[src/rtl/sd_load_pkg.sv]
// Shared definitions for the SD load scheduler.
//   state_t      : scheduler FSM states
//   job_t        : queued job descriptor (start sector, sector count, DDR byte base)
//   SECTOR_BYTES : bytes per SD sector, used to advance the DDR address per chunk
package sd_load_pkg;

  localparam int unsigned SECTOR_BYTES = 512;

  typedef enum logic [1:0] {
    ST_IDLE      = 2'd0,
    ST_WAIT_INIT = 2'd1,
    ST_ISSUE     = 2'd2,
    ST_WAIT_DONE = 2'd3
  } state_t;

  typedef struct packed {
    logic [31:0] sec;
    logic [31:0] num;
    logic [31:0] addr;
  } job_t;

endpackage

[src/rtl/sd_load_scheduler_if.sv]
// Job push channel into the SD load scheduler.
// Handshake: the producer drives job_valid with job_sec/job_num/job_addr stable;
// the consumer drives job_ready. A job transfers on every rising clock edge
// where job_valid && job_ready. job_ready never depends on job_valid.
//   master : job producer
//   slave  : scheduler
interface sd_load_scheduler_if;

  logic        job_valid;
  logic        job_ready;
  logic [31:0] job_sec;
  logic [31:0] job_num;
  logic [31:0] job_addr;

  modport master (
    output job_valid, job_sec, job_num, job_addr,
    input  job_ready
  );

  modport slave (
    input  job_valid, job_sec, job_num, job_addr,
    output job_ready
  );

endinterface

[src/rtl/sd_job_fifo.sv]
// Job descriptor FIFO for the SD load scheduler.
// Ports:
//   clk, rst_n   : clock, asynchronous active-low reset
//   push, din    : write din when push && !full
//   pop, dout    : dout is the head entry; pop && !empty discards it
//   full, empty  : occupancy flags
// Push and pop in the same cycle both take effect.
module sd_job_fifo
  import sd_load_pkg::*;
#(
  parameter int DEPTH = 4
) (
  input  logic clk,
  input  logic rst_n,
  input  logic push,
  input  job_t din,
  input  logic pop,
  output job_t dout,
  output logic full,
  output logic empty
);

  localparam int AW = $clog2(DEPTH);

  if ((DEPTH < 2) || (DEPTH > 16) || ((DEPTH & (DEPTH - 1)) != 0)) begin : g_bad_depth
    $error("DEPTH must be a power of two in 2..16");
  end

  job_t          mem [DEPTH];
  logic [AW-1:0] wr_ptr;
  logic [AW-1:0] rd_ptr;
  logic [AW:0]   count;
  logic          do_push;
  logic          do_pop;

  assign do_push = push && !full;
  assign do_pop  = pop && !empty;
  assign full    = (count == (AW+1)'(DEPTH));
  assign empty   = (count == '0);
  assign dout    = mem[rd_ptr];

  // Pointers wrap naturally because DEPTH is a power of two.
  always_ff @(posedge clk or negedge rst_n) begin
    if (!rst_n) begin
      wr_ptr <= '0;
      rd_ptr <= '0;
      count  <= '0;
    end else begin
      if (do_push) wr_ptr <= wr_ptr + 1'b1;
      if (do_pop)  rd_ptr <= rd_ptr + 1'b1;
      count <= count + {{AW{1'b0}}, do_push} - {{AW{1'b0}}, do_pop};
    end
  end

  always_ff @(posedge clk) begin
    if (do_push) mem[wr_ptr] <= din;
  end

endmodule

[src/rtl/sd_load_scheduler.sv]
// SD load scheduler: queues load jobs and splits each into loader chunks of at
// most MAX_CHUNK sectors, issuing one ld_start pulse per chunk.
// Ports:
//   sys_clk, rst_n        : clock, asynchronous active-low reset
//   job (slave)           : job push channel (job_valid/job_ready, sec/num/addr)
//   ld_init_done          : SD card initialised (level)
//   ld_start              : one-cycle chunk start pulse
//   ld_sec/ld_num/ld_addr : current chunk, stable from ld_start until ld_done
//   ld_done               : loader completion level; rising edge counts
//   busy                  : queue non-empty or FSM not idle
//   jobs_done             : completed job counter (wraps)
//   err                   : sticky watchdog timeout
//   dbg_state             : current FSM state
// Build option: define SD_LOAD_SCHED_WATCHDOG_EN to enable the WAIT_DONE
// watchdog (TIMEOUT_CYC cycles); otherwise err is tied low.
module sd_load_scheduler
  import sd_load_pkg::*;
#(
  parameter int DEPTH       = 4,
  parameter int MAX_CHUNK   = 64,
  parameter int TIMEOUT_CYC = 1 << 24
) (
  input  logic                 sys_clk,
  input  logic                 rst_n,
  sd_load_scheduler_if.slave   job,
  input  logic                 ld_init_done,
  output logic                 ld_start,
  output logic [31:0]          ld_sec,
  output logic [31:0]          ld_num,
  output logic [31:0]          ld_addr,
  input  logic                 ld_done,
  output logic                 busy,
  output logic [15:0]          jobs_done,
  output logic                 err,
  output state_t               dbg_state
);

  if ((MAX_CHUNK < 1) || (MAX_CHUNK > 65535)) begin : g_bad_chunk
    $error("MAX_CHUNK must be in 1..65535");
  end
  if (TIMEOUT_CYC < 1) begin : g_bad_timeout
    $error("TIMEOUT_CYC must be positive");
  end

  localparam logic [31:0] MAX_CHUNK_W = 32'(MAX_CHUNK);

  state_t      state_q, state_d;
  logic [31:0] sec_q, sec_d, rem_q, rem_d, addr_q, addr_d;
  logic [31:0] chunk;
  logic [15:0] jobs_q, jobs_d;
  logic        ready_en_q;
  logic        ld_done_q;
  logic        done_edge;
  logic        push, pop;
  logic        fifo_full, fifo_empty;
  logic        wd_fire;
  job_t        head, push_job;

  // job_ready stays low until the first clock after reset release.
  assign job.job_ready = ready_en_q && !fifo_full;
  assign push          = job.job_valid && job.job_ready;
  assign push_job      = '{sec: job.job_sec, num: job.job_num, addr: job.job_addr};

  sd_job_fifo #(.DEPTH(DEPTH)) u_fifo (
    .clk   (sys_clk),
    .rst_n (rst_n),
    .push  (push),
    .din   (push_job),
    .pop   (pop),
    .dout  (head),
    .full  (fifo_full),
    .empty (fifo_empty)
  );

  assign chunk     = (rem_q < MAX_CHUNK_W) ? rem_q : MAX_CHUNK_W;
  // ld_done_q follows ld_done every cycle, so a level already high while in
  // ISSUE is seen as old on entry to WAIT_DONE and does not count as an edge.
  assign done_edge = ld_done && !ld_done_q;

  assign ld_sec    = sec_q;
  assign ld_num    = chunk;
  assign ld_addr   = addr_q;
  assign busy      = !fifo_empty || (state_q != ST_IDLE);
  assign jobs_done = jobs_q;
  assign dbg_state = state_q;

`ifdef SD_LOAD_SCHED_WATCHDOG_EN
  logic [31:0] wd_cnt_q;
  logic        err_q;

  // Counter restarts on every entry to WAIT_DONE; a ld_done edge in the
  // limit cycle wins over the timeout.
  assign wd_fire = (state_q == ST_WAIT_DONE) && !done_edge &&
                   (wd_cnt_q == 32'(TIMEOUT_CYC - 1));
  assign err     = err_q;

  always_ff @(posedge sys_clk or negedge rst_n) begin
    if (!rst_n) begin
      wd_cnt_q <= '0;
      err_q    <= 1'b0;
    end else begin
      if (state_q == ST_WAIT_DONE) wd_cnt_q <= wd_cnt_q + 32'd1;
      else                         wd_cnt_q <= '0;
      if (wd_fire) err_q <= 1'b1;
    end
  end
`else
  assign wd_fire = 1'b0;
  assign err     = 1'b0;
`endif

  always_comb begin
    state_d  = state_q;
    sec_d    = sec_q;
    rem_d    = rem_q;
    addr_d   = addr_q;
    jobs_d   = jobs_q;
    pop      = 1'b0;
    ld_start = 1'b0;
    case (state_q)
      ST_IDLE: begin
        if (!fifo_empty) begin
          if (head.num == '0) begin
            // Empty job completes without touching the loader.
            pop    = 1'b1;
            jobs_d = jobs_q + 16'd1;
          end else begin
            sec_d   = head.sec;
            rem_d   = head.num;
            addr_d  = head.addr;
            state_d = ST_WAIT_INIT;
          end
        end
      end
      ST_WAIT_INIT: begin
        if (ld_init_done) state_d = ST_ISSUE;
      end
      ST_ISSUE: begin
        ld_start = 1'b1;
        state_d  = ST_WAIT_DONE;
      end
      ST_WAIT_DONE: begin
        if (done_edge) begin
          sec_d  = sec_q + chunk;
          addr_d = addr_q + chunk * 32'(SECTOR_BYTES);
          rem_d  = rem_q - chunk;
          if (rem_q == chunk) begin
            pop     = 1'b1;
            jobs_d  = jobs_q + 16'd1;
            state_d = ST_IDLE;
          end else begin
            state_d = ST_ISSUE;
          end
        end else if (wd_fire) begin
          pop     = 1'b1;
          state_d = ST_IDLE;
        end
      end
      default: state_d = ST_IDLE;
    endcase
  end

  always_ff @(posedge sys_clk or negedge rst_n) begin
    if (!rst_n) begin
      state_q    <= ST_IDLE;
      sec_q      <= '0;
      rem_q      <= '0;
      addr_q     <= '0;
      jobs_q     <= '0;
      ready_en_q <= 1'b0;
      ld_done_q  <= 1'b0;
    end else begin
      state_q    <= state_d;
      sec_q      <= sec_d;
      rem_q      <= rem_d;
      addr_q     <= addr_d;
      jobs_q     <= jobs_d;
      ready_en_q <= 1'b1;
      ld_done_q  <= ld_done;
    end
  end

endmodule

[src/flat_wrapper.sv]
// flat-port wrapper written by rule: the top's interface ports become plain ports
module sd_load_scheduler_flat import sd_load_pkg::*;
#(
  parameter int DEPTH       = 4,
  parameter int MAX_CHUNK   = 64,
  parameter int TIMEOUT_CYC = 1 << 24
)
  (sys_clk, rst_n, ld_init_done, ld_start, ld_sec, ld_num, ld_addr, ld_done, busy, jobs_done, err, dbg_state, job_job_valid, job_job_sec, job_job_num, job_job_addr, job_job_ready);
  sd_load_scheduler_if job_i ();
  input  logic sys_clk;
  input  logic rst_n;
  input  logic ld_init_done;
  output logic ld_start;
  output logic [31:0] ld_sec;
  output logic [31:0] ld_num;
  output logic [31:0] ld_addr;
  input  logic ld_done;
  output logic busy;
  output logic [15:0] jobs_done;
  output logic err;
  output state_t dbg_state;
  input wire logic [$bits(job_i.job_valid)-1:0] job_job_valid;
  input wire logic [$bits(job_i.job_sec)-1:0] job_job_sec;
  input wire logic [$bits(job_i.job_num)-1:0] job_job_num;
  input wire logic [$bits(job_i.job_addr)-1:0] job_job_addr;
  output wire logic [$bits(job_i.job_ready)-1:0] job_job_ready;
  assign job_i.job_valid = job_job_valid;
  assign job_i.job_sec = job_job_sec;
  assign job_i.job_num = job_job_num;
  assign job_i.job_addr = job_job_addr;
  assign job_job_ready = job_i.job_ready;
  sd_load_scheduler #(.DEPTH(DEPTH), .MAX_CHUNK(MAX_CHUNK), .TIMEOUT_CYC(TIMEOUT_CYC)) u_core (.sys_clk(sys_clk), .rst_n(rst_n), .job(job_i), .ld_init_done(ld_init_done), .ld_start(ld_start), .ld_sec(ld_sec), .ld_num(ld_num), .ld_addr(ld_addr), .ld_done(ld_done), .busy(busy), .jobs_done(jobs_done), .err(err), .dbg_state(dbg_state));
endmodule
[config.mk]
export PLATFORM = sky130hd
export DESIGN_NAME = sd_load_scheduler_flat
export DESIGN_NICKNAME = d
export VERILOG_FILES = /design/src/rtl/sd_load_pkg.sv /design/src/rtl/sd_load_scheduler_if.sv /design/src/rtl/sd_job_fifo.sv /design/src/rtl/sd_load_scheduler.sv /design/src/flat_wrapper.sv
export SDC_FILE = /design/constraint.sdc
export NUM_CORES = 1
export LEC_CHECK = 0
export BUFFER_PORTS_ARGS = -buffer_cell sky130_fd_sc_hd__buf_4
export CAP_MARGIN = 20
export CORE_ASPECT_RATIO = 1.25
export CORE_MARGIN = 10
export CORE_UTILIZATION = 28
export DETAILED_ROUTE_END_ITERATION = 10
export HOLD_SLACK_MARGIN = 0.05
export PLACE_DENSITY = 0.52
export SLEW_MARGIN = 15
export SYNTH_ARGS = -nofsm -noshare
export SYNTH_HDL_FRONTEND = slang
export SYNTH_SLANG_ARGS = --single-unit
[constraint.sdc]
create_clock -name sys_clk -period 5.76 [get_ports sys_clk]
set_input_delay 1.152 -clock sys_clk [delete_from_list [all_inputs] [get_ports sys_clk]]
set_output_delay 1.152 -clock sys_clk [all_outputs]
set_load 0.05 [all_outputs]
; ---- After elaboration in Yosys (flattened, before gate mapping)
; Memories as Yosys holds them, arrays and structs flattened.
; Index checks and enable logic that the tools add are counted.
[op_classes]
addsub = 8
mul = 0
n_div = 0
order_cmp = 1
n_eq_ne = 11
shifts = 0
muxes = 32
n_bitwise = 0
n_reduce_logical = 17
[op_table]
columns = op, count
row1 = 32-bit two-way mux, 10
row2 = 32-bit case mux with 2 select lines, 3
row3 = 32-bit adder, 2
row4 = 16-bit two-way mux, 4
row5 = 32-bit equality test, 1
row6 = 32-bit logical NOT, 1
row7 = "32-bit by 7-bit less-than comparator with 1-bit output, second input constant", 1
row8 = 16-bit case mux with 2 select lines, 1
row9 = 32-bit subtractor, 1
row10 = "16-bit by 1-bit adder with 16-bit output, second input constant", 1
row11 = 2-bit two-way mux, 5
row12 = 2-bit case mux with 4 select lines, 1
row13 = 4-bit AND reduction, 2
row14 = 1-bit two-way mux, 7
row15 = "2-bit by 1-bit inequality test with 1-bit output, second input constant", 3
row16 = "2-bit inequality test, second input constant", 3
row17 = 1-bit logical AND, 5
row18 = 5-bit AND reduction, 1
row19 = "2-bit by 1-bit adder with 2-bit output, second input constant", 2
row20 = "2-bit equality test, second input constant", 2
row21 = 2-bit nonzero test, 2
row22 = 3-bit by 1-bit adder with 3-bit output, 1
row23 = "3-bit equality test, second input constant", 1
row24 = 1-bit logical NOT, 3
row25 = other kinds (6), 6
[totals]
ff_bits = 123
latchBits = 0
ram_bits = 384
rom_bits = 0
inputBits = 101
output_inout_bits = 118
wordCells = 80
n_memories = 1
[memory_table]
columns = name, words, word_bits, rd, rd_clocked_by_memory_dff, write_ports, line
row1 = u_core.u_fifo.mem, 4, 96, 1, 0, 1, sd_job_fifo.sv:29  ; job_t mem [DEPTH];

; ---- Logic depth before layout (Yosys ltp)
[logic_depth]
depth_word = 8
ltp_mapped = 17
depth_no_buf = 15

; ---- By module
; From an unflattened synthesis, not the netlist that was laid out.
[hier_totals]
cells_unflattened = 1597
area_unflattened_um2 = 23252.3
[modules_own_cells]
columns = module, n_inst, cells_per_inst, area_per_inst_um2, seq_area_each_um2
row1 = sd_job_fifo, 1, 543, 14300.0, 11706.2
row2 = sd_load_scheduler, 1, 1054, 8952.3, 2902.8

; ---- Worst setup path after synthesis
; No wires, ideal clock.
[synth_timing]
path_type = register to register
from = reg u_core.u_fifo.count[1]
to = mem u_core.u_fifo.mem[0][0] (netlist bit), enable pin
setup_ns = 0.466
arrival_time_ns = 4.142
t_required_ns = 5.294
slack_ns = 1.152
stages_incl_launch_ff = 4
n_path_buf = 0
synth_period_minus_slack_ns = 4.608
path_cell_list = dfrtp_1 -> nor2_1 -> a21boi_0 -> and3_1
[synth_between]
elab_chain_cells = 7
[synth_rtl]
columns = item, line
row1 = from (decl), sd_job_fifo.sv:32  ; logic [AW:0] count;
row2 = from (signal assigned), sd_job_fifo.sv:51  ; count <= count + {{AW{1'b0}}, do_push} - {{AW{1'b0}}, do_pop};
row3 = 3-bit equality test, sd_job_fifo.sv:38  ; assign full = (count == (AW+1)'(DEPTH));
row4 = 1-bit logical NOT, sd_load_scheduler.sv:60  ; assign job.job_ready = ready_en_q && !fifo_full;
row5 = 1-bit logical AND, sd_load_scheduler.sv:60
row6 = via job_job_ready, flat_wrapper.sv:26  ; output wire logic [$bits(job_i.job_ready)-1:0] job_job_ready;
row7 = 1-bit logical AND, sd_load_scheduler.sv:61  ; assign push = job.job_valid && job.job_ready;
row8 = 1-bit logical AND, sd_job_fifo.sv:36  ; assign do_push = push && !full;
row9 = 1-bit two-way mux, sd_job_fifo.sv:56  ; if (do_push) mem[wr_ptr] <= din;
row10 = 1-bit two-way mux (not written as such), sd_job_fifo.sv:56
row11 = to (decl), sd_job_fifo.sv:29
; The timed path passes the listed nets, and every way through them passes these cells.

; ---- Worst setup path after layout
[layout_timing]
from = reg u_core.rem_q[20]
to = reg u_core.sec_q[30], in the netlist u_core.ld_sec[30]
[layout_between]
elab_chain_cells = 5
[layout_rtl]
columns = item, line
row1 = from (decl), sd_load_scheduler.sv:48  ; logic [31:0] sec_q, sec_d, rem_q, rem_d, addr_q, addr_d;
row2 = from (signal assigned), sd_load_scheduler.sv:175  ; rem_q <= rem_d;
row3 = 32-bit by 7-bit less-than comparator with 1-bit output, sd_load_scheduler.sv:75  ; assign chunk = (rem_q < MAX_CHUNK_W) ? rem_q : MAX_CHUNK_W;
row4 = 32-bit two-way mux *, sd_load_scheduler.sv:75
row5 = 32-bit adder *, sd_load_scheduler.sv:144  ; sec_d = sec_q + chunk;
row6 = 32-bit two-way mux *, sd_load_scheduler.sv:143  ; if (done_edge) begin
row7 = 32-bit case mux with 2 select lines *, sd_load_scheduler.sv:120  ; case (state_q)
row8 = to (signal assigned), sd_load_scheduler.sv:166  ; sec_q <= '0;
row9 = to (signal assigned), sd_load_scheduler.sv:174  ; sec_q <= sec_d;
row10 = to (decl), sd_load_scheduler.sv:48
; Every way passes the cells marked *; elsewhere a longest branch is shown, timed or not. The select of a mux whose other input is x is not followed.
; A chain may end at the register's enable or synchronous reset.

==> metrics.txt <==
Avg Cell Area, Syn 14.4 um2; # IOs 219; CP max FO 7; Final Non-Filler Cells 2941; Cell variety after synth 80; worst slew pin tran 0.993 ns; worst hold endpoint u_core.jobs_done[7]$_DFFE_PN0P_; hpwl dp 44700 um; Die Y 340 um; Worst Path Required 6.28 ns; EDFF count, synth 384; core area 81500 um2; Vias/cell 4.85; max incr delay on CP 0.50 ns; Leak 10.0 nW; ys async rst share between 20% and 30%; routed len/inst 21.7 um; TritonCTS clock tree built; Slew Viols, Final 0; status finished, final reports clean; worst reg2reg path depth 15; met1 usage in global routing roughly 15%; adder-cell share of the synthesized area 3.85%; Buffers on Ports 192; Seq cells post-synth 507; CP top delay family simple AND/OR/NAND/NOR gates; RSZ-0062 raised after global routing false; Synth Flop Type edfxtp_1; worst skew pair latency 0.62 ns; Reg2Reg Launch Point u_core.rem_q[20]$_DFFE_PN0P_; TritonRoute pass-1 iters 5; Clock Root Buffer clkbuf_16; Hold Path Origin u_core.jobs_done[7]$_DFFE_PN0P_; cts bufs inserted 51; largest family of logic cells by synthesized area multiplexers; post-synthesis mux area share between 10% and 20%; ordered cell list for the critical path or3_1, nor4_2, and4_1, and2_1, ha_1, inv_1, fa_1, nand2b_1, a21oi_1, o211ai_1, a211oi_1, o41ai_1, nor2b_1, o41a_1, o21ai_0; setup TNS 0 ns; hold_buf cts 0; post-CTS resize count 0; via count 14300; initial antenna violation count 11; Place WS 0.864 ns; reg-to-reg slack, setup 0.72 ns; DR iter-0 viols 990; GRT overflow 0; first-pass GRT wire length 95300 um; crit path DAT around 5.6 ns; Routed Antenna Nets 0; post-layout min period 5.04 ns; Ant. Diodes 0; post-route clock period utilization 87.5%; Post-DP Area ~26000 um2; area grow syn2layout 19.3%; layout cells sized above 1 about 22%; Final Hold Viols 0; Tot GR Track Use 13.2%; row count 117; Gate Count Post-Synth ~1600; initial core utilization 28.2%; reg2reg end u_core.ld_sec[30]$_DFFE_PN0P_; placed cells 2845; Clock Skews between 0.02 and 0.03 ns; final worst slack 0.718 ns; Synth Area in XOR/XNOR 1.87%; Critical Path Start Type register; Rel. slew slack 33.5%; Final Cell Area roughly 27000 um2; Bufs on Longest Clock Path 3; layer with the highest usage met2; CTS sink cnt 507; Layout Nets 1997; Post-Syn Area ~23000 um2; Seq/Total Area, Yosys roughly 64%; Synth Area in Compound Gates 9.52%; Routed WL approximately 64000 um; number of global-route vias before repair 14800; largest net degree at the start of global routing 90; WP buf/inv 1; GRT met3 Usage 3.99%; VDD IR max 0.000257 V; DRC 0; slowest cell on the critical path or3_1; Max Cap Violations 0; Setup CP Type reg -> reg; synth warn 0; htree depth 2; fraction of the mapped netlist area in simple logic gates 7.65%; Max Fclk roughly 200 MHz; die width 276 um; final setup fails 0; hold path depth 1; Crit. End Element register; Clock transition at path regs 0.06 ns; Hold Path Class reg -> reg; met2 usage in global routing 22.6%; PD cells 502 nW/um2; postcts setup bufs 0; Placer Congestion 0.838; die footprint 94100 um2
==> through the flow <==
stage               util, %  hold WS [ns]  total power [mW]
global route           33.6         0.502              14.6
global placement       31.6         0.465              10.4
detailed placement     31.6         0.482              10.5
floorplan                 -         0.458              8.82
finish                 33.6         0.488              13.8
CTS                    33.6         0.496              13.8
==> worst max path at each step <==
stage | from | endpoint | slack [ns] | cells past startpoint
global placement | u_core.rem_q[20]$_DFFE_PN0P_ | u_core.ld_sec[30]$_DFFE_PN0P_ | 0.92 | 15
finish | u_core.rem_q[20]$_DFFE_PN0P_ | u_core.ld_sec[30]$_DFFE_PN0P_ | 0.72 | 15
detailed placement | u_core.rem_q[20]$_DFFE_PN0P_ | u_core.ld_sec[30]$_DFFE_PN0P_ | 0.86 | 15
floorplan | u_core.u_fifo.count[1]$_DFF_PN0_ | u_core.u_fifo.mem[0][0]$_DFFE_PP_ | 1.15 | 3
CTS | u_core.rem_q[20]$_DFFE_PN0P_ | u_core.ld_sec[30]$_DFFE_PN0P_ | 0.83 | 15
global route | u_core.rem_q[20]$_DFFE_PN0P_ | u_core.ld_sec[30]$_DFFE_PN0P_ | 0.61 | 15
==> worst register-to-register path: stages, from the launching register on <==
cell and delay [ns]:
dfrtp_1 0.41, or3_1 0.50, nor4_2 0.50, and4_1 0.44, and2_1 0.24, ha_1 0.21, inv_1 0.06, fa_1 0.38
nand2b_1 0.19, a21oi_1 0.33, o211ai_1 0.31, a211oi_1 0.47, o41ai_1 0.22, nor2b_1 0.18, o41a_1 0.35, o21ai_0 0.16
==> per-layer routing <==
layer / up-vias / wire, um
met5: - / 115
li1: 6585 / -
met2: 375 / 31600
met4: 20 / 2080
met1: 7164 / 25500
met3: 115 / 4470
==> where the power goes <==
part / switching [mW] / total (mW) / internal, mW
sequential: 0.486 / 5.14 / 4.66
clock: 1.45 / 3.35 / 1.90
combinational: 3.50 / 5.27 / 1.77
==> Yosys cell counts, types with 30 or more instances <==
library cell / number / share of area [%]
nand2_1: 125 / 2.0
buf_4: 30 / 0.98
inv_1: 32 / 0.52
dfrtp_1: 123 / 13
a31oi_1: 35 / 0.95
ha_1: 66 / 3.6
o21ai_0: 82 / 1.8
edfxtp_1: 384 / 50
a21oi_1: 89 / 1.9
clkbuf_1: 38 / 0.62
mux4_2: 96 / 9.4
nor2_1: 94 / 1.5
xnor2_1: 32 / 1.2
==> cells in the final DEF (no fill, tap or decap), types with 12 or more instances in the layout <==
cell	netlist	layout
nor3_1	20	20
dfrtp_1	123	121
ha_1	66	65
buf_4	30	206
conb_1	2	67
xnor2_1	32	32
mux4_2	96	96
a31oi_1	35	35
xor2_1	17	17
nor2_1	94	94
o21ai_0	82	82
nand3_1	25	25
inv_1	32	32
a21oi_1	89	89
edfxtp_1	384	384
nand2_1	125	125
clkbuf_16	0	51
o21a_1	12	12
mux2i_1	20	20
nor4_1	13	13
a21o_1	22	22
==> cell type report <==
| type | instances | area (um2) |
|---|---|---|
| fill | 7907 | 54100 |
| sequential | 507 | 14600 |
| multi-input combinational | 1024 | 8050 |
| timing repair buffer | 210 | 1620 |
| clock buffer | 63 | 1350 |
| tap | 1071 | 1340 |
| clock inverter | 33 | 329 |
| inverter | 33 | 124 |
==> sequential cells by signal (all words and copies together), names as in the netlist <==
name                  count
u_core.u_fifo.mem       384
u_core.ld_addr           32
u_core.ld_sec            32
u_core.rem_q             32
u_core.jobs_done         16
u_core.u_fifo.count       3
u_core.dbg_state          2
u_core.u_fifo.rd_ptr      2
u_core.u_fifo.wr_ptr      2
u_core.ld_done_q          1
u_core.ready_en_q         1
==> logic make-up (layout without fill, tap and decap cells) <==
group                    after synthesis  count (layout)
flip-flops                           507             507
AND/OR/NAND/NOR                      368             368
AO/OA/AOI/OAI                        343             343
multiplexers                         128             128
buffers and inverters                127             339
adder cells (fa/ha/maj)               69              69
XOR/XNOR                              49              49
other                                  2              67
Note: power is estimated with default switching activity, not from simulation.
